--- config.mk ---
export PLATFORM = sky130hd
export DESIGN_NAME = cpu_sequencer
export DESIGN_NICKNAME = d
export VERILOG_FILES = /design/src/rtl/cpu_sequencer.sv
export SDC_FILE = /design/constraint.sdc
export NUM_CORES = 1
export LEC_CHECK = 0
export CORE_UTILIZATION = 50
export CTS_BUF_LIST = sky130_fd_sc_hd__clkbuf_4 sky130_fd_sc_hd__clkbuf_8
export DETAILED_ROUTE_END_ITERATION = 6
export PLACE_DENSITY = 0.92
export REMOVE_ABC_BUFFERS = 1
export SYNTH_ARGS = -nofsm -noshare
export SYNTH_HDL_FRONTEND = slang
export SYNTH_SLANG_ARGS = --single-unit
export TNS_END_PERCENT = 100
--- constraint.sdc ---
create_clock -name clk -period 3 [get_ports clk]
set_input_delay 0.75 -clock clk [delete_from_list [all_inputs] [get_ports clk]]
set_output_delay 0.75 -clock clk [all_outputs]
set_load 0.005 [all_outputs]
--- src/rtl/cpu_sequencer.sv ---
// Multi-cycle control unit for the lab CPU: fetches instructions over a req/ack
// handshake, sequences ALU-latch and register-file write strobes, and advances the PC.
module cpu_sequencer #(
    parameter int unsigned       ADDR_W      = 32,
    parameter logic [ADDR_W-1:0] RESET_PC    = '0,
    parameter int unsigned       PC_STEP     = 4,
    parameter logic [15:0]       NOP_OPCODE  = 16'h0000,
    parameter logic [15:0]       HALT_OPCODE = 16'hFFFF,
    parameter int unsigned       TIMEOUT     = 15
) (
    input  logic              clk,
    input  logic              rst_n,
    input  logic              start,
    output logic              imem_req,
    output logic [ADDR_W-1:0] imem_addr,
    input  logic              imem_ack,
    input  logic [31:0]       imem_rdata,
    output logic [31:0]       instruction,
    output logic              alu_en,
    output logic              rf_we,
    output logic [ADDR_W-1:0] pc,
    output logic [31:0]       instr_count,
    output logic              halted,
    output logic              error
);

    typedef enum logic [2:0] {
        S_IDLE,
        S_FETCH,
        S_DECODE,
        S_EXEC,
        S_WB,
        S_HALT,
        S_ERROR
    } state_t;

    localparam logic [7:0] TMO_LAST = 8'(TIMEOUT - 1);

    state_t            state_q, state_d;
    logic [ADDR_W-1:0] pc_q, pc_d;
    logic [31:0]       instr_q, instr_d;
    logic [31:0]       cnt_q, cnt_d;
    logic [7:0]        tmo_q, tmo_d;
    logic              req_q, alu_q, we_q, halt_q, err_q;

    logic [ADDR_W-1:0] pc_next;
    logic [15:0]       opcode;

    // PC wraps silently at 2^ADDR_W by plain truncation.
    assign pc_next = pc_q + ADDR_W'(PC_STEP);
    assign opcode  = instr_q[31:16];

    // NOTE: every variable gets a default before the case so no path leaves it
    // unassigned; otherwise synthesis would infer a latch to hold the old value.
    always_comb begin
        state_d = state_q;
        pc_d    = pc_q;
        instr_d = instr_q;
        cnt_d   = cnt_q;
        tmo_d   = tmo_q;
        case (state_q)
            S_IDLE: begin
                if (start) state_d = S_FETCH;
            end
            S_FETCH: begin
                // An ack in the last permitted cycle takes priority over the timeout.
                if (imem_ack) begin
                    instr_d = imem_rdata;
                    tmo_d   = '0;
                    state_d = S_DECODE;
                end else if (tmo_q == TMO_LAST) begin
                    tmo_d   = '0;
                    state_d = S_ERROR;
                end else begin
                    tmo_d = tmo_q + 8'd1;
                end
            end
            S_DECODE: begin
                if (opcode == HALT_OPCODE) begin
                    state_d = S_HALT;
                end else if (opcode == NOP_OPCODE) begin
                    pc_d    = pc_next;
                    cnt_d   = cnt_q + 32'd1;
                    state_d = S_FETCH;
                end else begin
                    state_d = S_EXEC;
                end
            end
            S_EXEC: state_d = S_WB;
            S_WB: begin
                pc_d    = pc_next;
                cnt_d   = cnt_q + 32'd1;
                state_d = S_FETCH;
            end
            S_HALT, S_ERROR: state_d = state_q;
            default: state_d = S_IDLE;
        endcase
    end

    // NOTE: non-blocking assignments here so every register samples the
    // pre-edge values, independent of statement order in the block.
    always_ff @(posedge clk) begin
        if (!rst_n) begin
            state_q <= S_IDLE;
            pc_q    <= RESET_PC;
            instr_q <= '0;
            cnt_q   <= '0;
            tmo_q   <= '0;
            req_q   <= 1'b0;
            alu_q   <= 1'b0;
            we_q    <= 1'b0;
            halt_q  <= 1'b0;
            err_q   <= 1'b0;
        end else begin
            state_q <= state_d;
            pc_q    <= pc_d;
            instr_q <= instr_d;
            cnt_q   <= cnt_d;
            tmo_q   <= tmo_d;
            // Strobes are decoded from the next state so they line up with it.
            req_q   <= (state_d == S_FETCH);
            alu_q   <= (state_d == S_EXEC);
            we_q    <= (state_d == S_WB);
            halt_q  <= (state_d == S_HALT);
            err_q   <= (state_d == S_ERROR);
        end
    end

    assign imem_req    = req_q;
    assign imem_addr   = pc_q;
    assign pc          = pc_q;
    assign instruction = instr_q;
    assign instr_count = cnt_q;
    assign alu_en      = alu_q;
    assign rf_we       = we_q;
    assign halted      = halt_q;
    assign error       = err_q;

endmodule

==> results.py <==
metrics = {
    "yosys": {
        "synthFlopType": "dfxtp_1",
        "synth_simple_gate_area_frac": 0.2935,
        "synth_xor_area_frac": 0.008325,
        "synth_cell_type_count": 48,
        "synth_top_family_by_area": "simple AND/OR/NAND/NOR gates",
        "async_flop_share": 0,
        "synth_edf_count": 0,
        "synth_compound_area_frac": 0.1736,
        "ys_warn_count": 0,
        "syn-cell-area_mm2": 0.005260,
        "synth_cells": 653,
        "ys_seq_area_frac": 0.4186,
        "ys_ff_latch": 110,
        "synth.avg_cell_area_um2": 8.055,
        "muxShareOfSynthArea": 0.007612,
        "synth-adder-area-share": 0.009515,
    },
    "worst_hold_path": {
        "hold_start": "instruction[6]",
        "hold_depth": 2,
        "holdPathEnd": "instruction[6]",
        "holdCritPathClass": "reg -> reg",
    },
    "sta": {
        "setup_violations": 0,
        "finalCriticalPeriod_ps": 2245,
        "whs_ps": 462.9,
        "report.final.slew_viol_count": 0,
        "finalSetupTns_ps": 0,
        "finClkSkew_ps": 10.66,
        "fin_ws_ps": 755.3,
        "finalCritPeriodShare": 0.7482,
        "worst_pin_slew_ps": 1037,
        "fmax_ghz": 0.4455,
        "hold_viol": 0,
        "rsz0062_at_grt": "false",
        "slew_headroom": 0.3088,
    },
    "pwr": {
        "switchingPower_mw": 0.6302,
        "powerDensity_mw_per_mm2": 377.4,
        "cellInternalPower_mw": 1.973,
        "p_sw_frac": 0.2421,
        "p_leak_nw": 2.155,
        "p_total_mw": 2.604,
        "peakVddDrop_mv": 0.2536,
        "comb_power_share": 0.105,
        "seqPwrFrac": 0.585,
        "clkPwrFrac": 0.310,
    },
    "critical_path": {
        "r2r_start": "instr_count[2]",
        "r2r_slack_ps": 760,
        "reg2reg_depth": 5,
        "cp_slowest_cell": "or4_1",
        "criticalPathCategory": "reg -> reg",
        "arrival_ps": 2550,
        "crit_required_ps": 3300,
        "crit_path_end_kind": "flip-flop",
        "setup.worst_path.start_class": "flip-flop",
        "r2r-end": "instr_count[29]",
        "critPathMaxStageDelay_ps": 520,
        "crit_path_frequent_cell": "nand3_1",
        "path_cells": "nand3_1, nor4_4, nand3_1, or4_1, a21oi_1",
        "path_max_fanout": 12,
    },
    "floorplanning": {
        "initial_core_util": 0.5118,
        "dieHeight_um": 104.6,
        "row_count": 37,
        "core-area_mm2": 0.01028,
        "die_w_um": 104.6,
        "die_area_mm2": 0.01093,
        "ios": 169,
    },
    "cts": {
        "clock-sinks": 110,
        "cts_repair_resize_count": 0,
        "cts_hold_buf": 0,
        "clk_pin_slew_worst_paths_ps": 90,
        "cts_tree": "built",
        "cts.htree.levels": 3,
        "postCtsSetupBuffers": 0,
        "cts_root_buffer": "clkbuf_8",
        "clockBufferDepth": 2,
        "insertion_delay_ps": 360,
        "cts_made_buffers": 9,
    },
    "grt": {
        "grt_usage": 0.2476,
        "grt-ovfl-total": 0,
        "antenna_found_initial": 0,
        "grt_pass1_wl_um": 22440,
        "grt_max_degree": 96,
        "grt_pass1_vias": 4855,
    },
    "detailed_routing": {
        "dr.pass1.iters": 4,
        "wl_per_cell_um": 14.82,
        "drt-initial-drc-count": 194,
        "routed_wl_um": 13440,
        "route.detailed.drc": 0,
        "vias": 5176,
        "ant_nets": 0,
        "vias_per_cell": 5.707,
    },
    "layout": {
        "syn_to_final_growth_pct": 31.14,
        "layout_common_cells": "164 x clkdlybuf4s50_1, 110 x dfxtp_1, 104 x nand2_1, 95 x a21oi_1, 31 x o21ai_0",
        "final_common_cell": "clkdlybuf4s50_1",
        "drive_gt1_frac": 0.04929,
        "final_nets": 808,
        "diodes": 0,
        "num-fill-cells": 822,
    },
    "flow_run": {
        "cap_violations": 0,
    },
    "run_status": {
        "status": "complete, no violations",
    },
    "place": {
        "dp_hpwl_um": 9579,
        "portBuffers": 164,
        "gp_congestion": 0.8357,
        "dp_slack_ps": 599.4,
    },
}
-- metrics by stage --
step	utilization	cells	area, µm²
2_1_floorplan	-	587	4857
5_1_grt	0.6712	907	6898
3_5_place_dp	0.6549	893	6730
3_3_place_gp	0.6549	893	6730
6_report	0.6712	907	6898
4_1_cts	0.6712	907	6898
-- power by group through the flow --
stage / sequential (mW) / clock, mW / combinational [mW]
final: 1.52 / 0.807 / 0.273
after global routing: 1.53 / 0.879 / 0.303
after CTS: 1.52 / 0.821 / 0.274
after detailed placement: 1.56 / 0 / 0.272
after global placement: 1.56 / 0 / 0.264
after floorplan: 1.55 / 0 / 0.123
-- critical path, delay by kind of cell, from the launching register on --
kind             cells  cell delay, ps
AO/OA/AOI/OAI        1             160
flip-flops           1             400
AND/OR/NAND/NOR      4            1620
-- final cells by class --
cell class                      count  area [µm²]  share of cell area
Multi-Input combinational cell    464        2610              0.3784
Sequential cell                   110        2202              0.3192
Timing Repair Buffer              170        1699              0.2463
Tap cell                          136       170.2             0.02467
Clock buffer                       13       160.2             0.02322
Inverter                           13       48.80            0.007074
Clock inverter                      1       7.507            0.001088
-- cell families after synthesis --
family / Yosys count
flip-flops: 110
multiplexers: 4
other: 1
AO/OA/AOI/OAI: 162
XOR/XNOR: 5
AND/OR/NAND/NOR: 285
buffers and inverters: 82
adder cells (fa/ha/maj): 4
-- synth_stat cells (all sizes together), types with 2 or more instances --
master / count / area share
nand2b: 6 / 0.0071
o41ai: 4 / 0.0067
buf: 42 / 0.059
nor2b: 2 / 0.0024
nand4: 24 / 0.033
and3: 6 / 0.0071
a21oi: 96 / 0.091
or3: 30 / 0.036
clkbuf: 27 / 0.019
inv: 13 / 0.0093
nor4: 7 / 0.016
ha: 4 / 0.0095
and4: 2 / 0.0033
or4b: 3 / 0.0057
mux2i: 4 / 0.0076
or2: 2 / 0.0024
nand2: 104 / 0.074
or4: 25 / 0.036
nor2: 29 / 0.021
and2: 4 / 0.0048
nor3: 8 / 0.0086
o31ai: 25 / 0.036
o21ai: 32 / 0.030
nand3: 25 / 0.024
or3b: 5 / 0.0088
o21a: 3 / 0.0057
xnor2: 3 / 0.0050
xor2: 2 / 0.0033
dfxtp: 110 / 0.42
-- state kept, by name (all words and copies together) (netlist names) --
name	count
imem_req	1
instruction	32
instr_count	32
rf_we	1
error	1
alu_en	1
tmo_q	8
state_q	3
halted	1
imem_addr	30
-- how the worst max path moves through the flow --
stage,from,to,cells past startpoint
global placement,imem_ack,tmo_q[2],5
global route,instr_count[2],instr_count[31],5
floorplan,state_q[1],imem_addr[25],5
finish,instr_count[2],instr_count[29],5
detailed placement,imem_ack,tmo_q[5],5
CTS,instr_count[2],instr_count[29],5
-- metal layers --
metal / track usage / share of wire
met1: 0.2911 / 0.41
met2: 0.4376 / 0.50
met3: 0.05677 / 0.074
met4: 0.08980 / 0.015
met5: 0 / 0
Power figures use the tool's default switching activity.
==> RTL edit 1: new RTL, config.mk and constraints unchanged <==
Set the parameter `ADDR_W` to 16 (it was 32).
--- a/src/rtl/cpu_sequencer.sv
+++ b/src/rtl/cpu_sequencer.sv
@@ -2,5 +2,5 @@
 // handshake, sequences ALU-latch and register-file write strobes, and advances the PC.
 module cpu_sequencer #(
-    parameter int unsigned       ADDR_W      = 32,
+    parameter int unsigned       ADDR_W      = 16,
     parameter logic [ADDR_W-1:0] RESET_PC    = '0,
     parameter int unsigned       PC_STEP     = 4,
Ports: changed (resized imem_addr and pc); port bits go from 169 to 137. The function was not compared with the original's and may differ.
==> RTL edit 1 against the original RTL <==
Non-clock buffer count fell by 31; cell area fell by 15%; worst setup slack got worse by 0.0033 ns; sequential cell count fell by 16; sequential share of layout area rose by 0.069 points; power fell by 1.6%; first-iteration DRC count fell by 1.0%; routed wire length fell by 15%; combinational power fell by 12%; final cell count fell by 17%; area after synthesis fell by 17%; utilization rose by 3.4 points; largest cell class unchanged.
==> RTL edit 1: results (changes against the original RTL) <==
stage;metric;value;unit;change
outcome;status;completed;;
critical_path;r2r_cells;6;;+1
global_route;track_usage;25.1;%;+0.38 points
timing;hold_ws;0.465;ns;+0.00219 ns
critical_path;slowest_delay;0.64;ns;+0.12 ns
clock_tree;postCtsSetupBuffers;0;;unchanged
placement;io_buffer_count;132;;-20%
placement;post-place-ws;0.735;ns;+0.136 ns
timing;finClkSkew;0.0119;ns;+0.00126 ns
placement;globalplace.congestion;0.892;;+6.7%
synth;ys_seq_area_share;43.0;%;+1.1 points
global_route;grt_max_degree;39;;-59%
critical_path;slowest_stage;nor2_1;;
pwr;peakVddDrop;279;µV;+10%
pwr;comb_cell_power;0.240;mW;-12%
worst_hold_path;hold-path-cell-count;2;;unchanged
critical_path;critPathLaunch;instr_count[0]$_SDFFE_PN0P_;;
route;drtPass1Iterations;5;;+1
route;routedWlPerCell;15.2;µm;+2.6%
route;dr.first_iter.drc_count;192;;-1.0%
layout;drive_above_1_share;6.00;%;+1.1 points
synth;synth_area_leaders;dfxtp_1 (43%), a21oi_1 (9.1%), nand2_1 (8.2%);;
worst_hold_path;hold_start;instruction[11]$_SDFFE_PN0P_;;
layout;final_cells;755;;-17%
global_route;first_global_vias;4067;;-16%
route;via_per_inst;5.76;;+0.94%
synth;synthCells;540;;-17%
synth;synth_compound_area_share;17.4;%;about the same
critical_path;crit_path_end_kind;flip-flop;;
synth;synthAdderAreaFrac;1.14;%;+0.19 points
layout;nets;685;;-15%
synth;muxShareOfSynthArea;0.686;%;-0.075 points
synth;synthXorXnorAreaFrac;0.800;%;-0.033 points
synth;synth_cell_types;50;;+4.2%
timing;min_period;2.25;ns;+0.00326 ns
placement;postPlaceCellArea;5630;µm²;-16%
critical_path;cp_data_arrival_time;2.52;ns;-0.03 ns
pwr;clk-power;1.03;mW;+28%
timing;worst_pin_slew;0.805;ns;-0.232 ns
pwr;power_leakage;1.91;nW;-11%
placement;hpwl;8080;µm;-16%
placement;dp_cells;739;;-17%
critical_path;r2r-end;instr_count[16]$_SDFFE_PN0P_;;
clock_tree;cts_buffer_depth;2;;unchanged
clock_tree;post_cts_resized;0;;unchanged
global_route;grt_pass1_wl;18200;µm;-19%
pwr;power.switching;0.582;mW;-7.7%
clock_tree;clk_pin_slew;0.09;ns;about the same
worst_hold_path;holdPathEnd;instruction[11]$_SDFFE_PN0P_;;
synth;netlist_top_cells_count;nand2_1 (96), dfxtp_1 (94), a21oi_1 (80);;
pwr;swShare;22.7;%;-1.5 points
RTL edit 1: cell count changes after synthesis, moves of 4 or more:
cell,change
a21oi_1,-16
dfxtp_1,-16
o31ai_1,-15
buf_4,-13
or3_1,-13
or4_1,-13
clkbuf_1,-9
nand2_1,-8
nand4b_1,+7
nor2_1,-7
nand3_1,-6
nor3b_1,+4
RTL edit 1: logic make-up after synthesis:
family / Yosys count
and+or+nand+nor: 238
AOI/OAI and AO/OA: 135
DFF: 94
buffers and inverters: 61
adders and majority gates: 4
xor gates and xnor gates: 4
muxes: 3
other: 1
RTL edit 1: routing by layer:
| layer | track usage [%] | share of wire [%] |
|---|---|---|
| met1 | 29.7 | 42 |
| met2 | 44.3 | 51 |
| met3 | 4.23 | 5.7 |
| met4 | 11.4 | 2.2 |
| met5 | 0 | 0 |
RTL edit 1: area by class of cell:
cell class                 count  area, µm²
sequential                    94       1880
tap                          105        131
clock inverter                 5        106
clock buffer                  11        145
timing repair buffer         139       1390
inverter                      13       48.8
multi-input combinational    388       2180
fill                         639       2460
==> RTL edit 2: new RTL, config.mk and constraints unchanged <==
Made on the original files. The 7 states of `state_t` get a one-hot encoding in 7 bits.
--- a/src/rtl/cpu_sequencer.sv
+++ b/src/rtl/cpu_sequencer.sv
@@ -25,12 +25,12 @@
 );
 
-    typedef enum logic [2:0] {
-        S_IDLE,
-        S_FETCH,
-        S_DECODE,
-        S_EXEC,
-        S_WB,
-        S_HALT,
-        S_ERROR
+    typedef enum logic [6:0] {
+        S_IDLE   = 7'b0000001,
+        S_FETCH  = 7'b0000010,
+        S_DECODE = 7'b0000100,
+        S_EXEC   = 7'b0001000,
+        S_WB     = 7'b0010000,
+        S_HALT   = 7'b0100000,
+        S_ERROR  = 7'b1000000
     } state_t;
 
Function: no difference found for any inputs over 10 cycles, from zero or initial values and one cycle with rst_n low; not proved beyond that.
==> RTL edit 2 against the original RTL <==
Clock skew is 0.0057 ns higher; critical endpoint is now instr_count[17]$_SDFFE_PN0P_; synthesized cell count grew 2.1%; final cell count increased by 3.2%; worst setup slack got worse by 0.10 ns; area after synthesis up 9.3%; maximum frequency down 4.3%; cell area rose by 8.6%; power is 27% higher; first-iteration DRC count increased by 51%; sequential cell count is 4 higher; routed wire length grew 8.5%.
==> RTL edit 2: results (changes against the original RTL) <==
stage;metric;value;unit;change
outcome;status;completed;;
synth;ys_seq_area_share;39.7;%;-2.2 points
synth;synth_flop_cell;dfxtp_1;;
global_route;grt_max_degree;121;;+26%
critical_path;reg2reg_slack;0.65;ns;-0.10 ns
clock_tree;cts_made_buffers;17;;+8
global_route;grt_pass1_wl;23600;µm;+5.3%
timing;worst_pin_slew;0.711;ns;-0.325 ns
critical_path;cp_data_arrival_time;2.69;ns;+0.14 ns
synth;synth_area_leaders;dfxtp_1 (40%), a21oi_1 (5.3%), a21oi_2 (4.6%);;
clock_tree;root_buffer;clkbuf_8;;
route;wl;14600;µm;+8.5%
synth;avgSynthCellArea;8.62;µm²;+7.0%
placement;dp_cells;905;;+1.3%
clock_tree;cts_buffer_depth;2;;unchanged
clock_tree;clock_latency;0.42;ns;+0.06 ns
worst_hold_path;hold-path-cell-count;2;;unchanged
layout;fillerInstances;886;;+7.8%
synth;synth_warnings;0;;unchanged
critical_path;cp_max_fo;120;;+108
synth;netlist_top_cells_count;dfxtp_1 (114), nand2_1 (64), a21oi_1 (61);;
global_route;first_global_vias;5249;;+8.1%
clock_tree;postCtsSetupBuffers;0;;unchanged
timing;hold_ws;0.468;ns;+0.00548 ns
synth;async_reset_ff_share;0;%;unchanged
timing;finalHoldViolCount;0;;unchanged
placement;hpwl;10200;µm;+6.1%
route;drtPass1Iterations;5;;+1
layout;antennaDiodeCount;0;;unchanged
pwr;power_leakage;2.34;nW;+8.6%
global_route;antenna_found_initial;0;;unchanged
route;dr.first_iter.drc_count;292;;+51%
clock_tree;post_cts_resized;0;;unchanged
worst_hold_path;hp-class;flip-flop to flip-flop;;
timing;finClkSkew;0.0163;ns;+0.00567 ns
global_route;track_usage;24.8;%;+0.054 points
route;vias;5493;;+6.1%
route;ant_nets;0;;unchanged
layout;drive_above_1_share;13.8;%;+8.9 points
synth;synth_top_area_share;39.7;%;-2.2 points
placement;io_buffer_count;164;;unchanged
layout;nets;824;;+2.0%
synth;synth_cell_types;55;;+15%
pwr;peakVddDrop;294;µV;+16%
clock_tree;clk_pin_slew;0.07;ns;-0.02 ns
placement;globalplace.congestion;0.799;;-4.4%
clock_tree;htree_levels;4;;+1
critical_path;start_kind;flip-flop;;
layout;final_cells;936;;+3.2%
critical_path;r2r_cells;6;;+1
RTL edit 2: changes by cell type after synthesis, sizes merged, moves of 6 or more:
cell / before / now
or3: 30 / 21
nand2: 104 / 94
o21ai: 32 / 23
o31ai: 25 / 31
and3: 6 / 14
or4: 25 / 32
xor2: 2 / 9
buf: 42 / 55
nor4: 7 / 13
nand3: 25 / 32
clkbuf: 27 / 19
RTL edit 2: stage by stage:
step | setup slack, ns | cell area, µm² | setup TNS, ns | power, mW | utilization [%]
global placement | 0.636 | 7110 | 0 | 1.93 | 64.5
finish | 0.654 | 7490 | 0 | 3.31 | 67.9
CTS | 0.672 | 7490 | 0 | 3.33 | 67.9
global route | 0.510 | 7490 | 0 | 3.44 | 67.9
floorplan | -0.505 | 5230 | -25.73 | 1.80 | -
detailed placement | 0.546 | 7110 | 0 | 1.95 | 64.5
RTL edit 2: cell type report:
class	count	area share (%)
timing repair buffer	169	22.7
sequential	114	30.5
clock buffer	20	3.59
tap	140	2.34
multi-input combinational	472	38.9
clock inverter	11	1.50
inverter	10	0.518
RTL edit 2: report_power, final:
group / leakage, nW / switching (mW) / internal [mW]
clock: 0.193 / 0.613 / 0.777
combinational: 1.23 / 0.173 / 0.160
sequential: 0.919 / 0.0425 / 1.55
RTL edit 2: kinds of logic after synthesis:
kind of cell | count (synthesis) | synth area share, %
and+or+nand+nor | 290 | 29.2
AOI/OAI and AO/OA | 160 | 18.0
DFF | 114 | 39.7
buffers and inverters | 84 | 9.84
xor gates and xnor gates | 9 | 1.37
muxes | 5 | 0.893
adders and majority gates | 4 | 0.871
other | 1 | 0.0653
RTL edit 2: path summary, 6_finish.rpt:
path	from	end
min reg2reg	instruction[1]$_SDFFE_PN0P_	instruction[1]$_SDFFE_PN0P_
max reg2reg	instruction[31]$_SDFFE_PN0P_	instr_count[17]$_SDFFE_PN0P_
min	instruction[1]$_SDFFE_PN0P_	instruction[1]$_SDFFE_PN0P_
max	instruction[31]$_SDFFE_PN0P_	instr_count[17]$_SDFFE_PN0P_
RTL edit 2: layer usage:
layer / track usage [%] / vias up / part of all wire [%]
met4: 10.2 / 0 / 1.8
met1: 28.6 / 2609 / 40
met2: 43.5 / 218 / 51
met5: 0 / - / 0
met3: 6.34 / 28 / 6.9
li1: - / 2638 / -
RTL edit 2: critical path, cell delays in order (launching register included):
cell and delay (ns):
dfxtp_1 0.34, nor4_1 0.37, nand4_1 0.22, o31a_2 0.35, buf_12 0.24, or4_1 0.55
a21oi_1 0.19
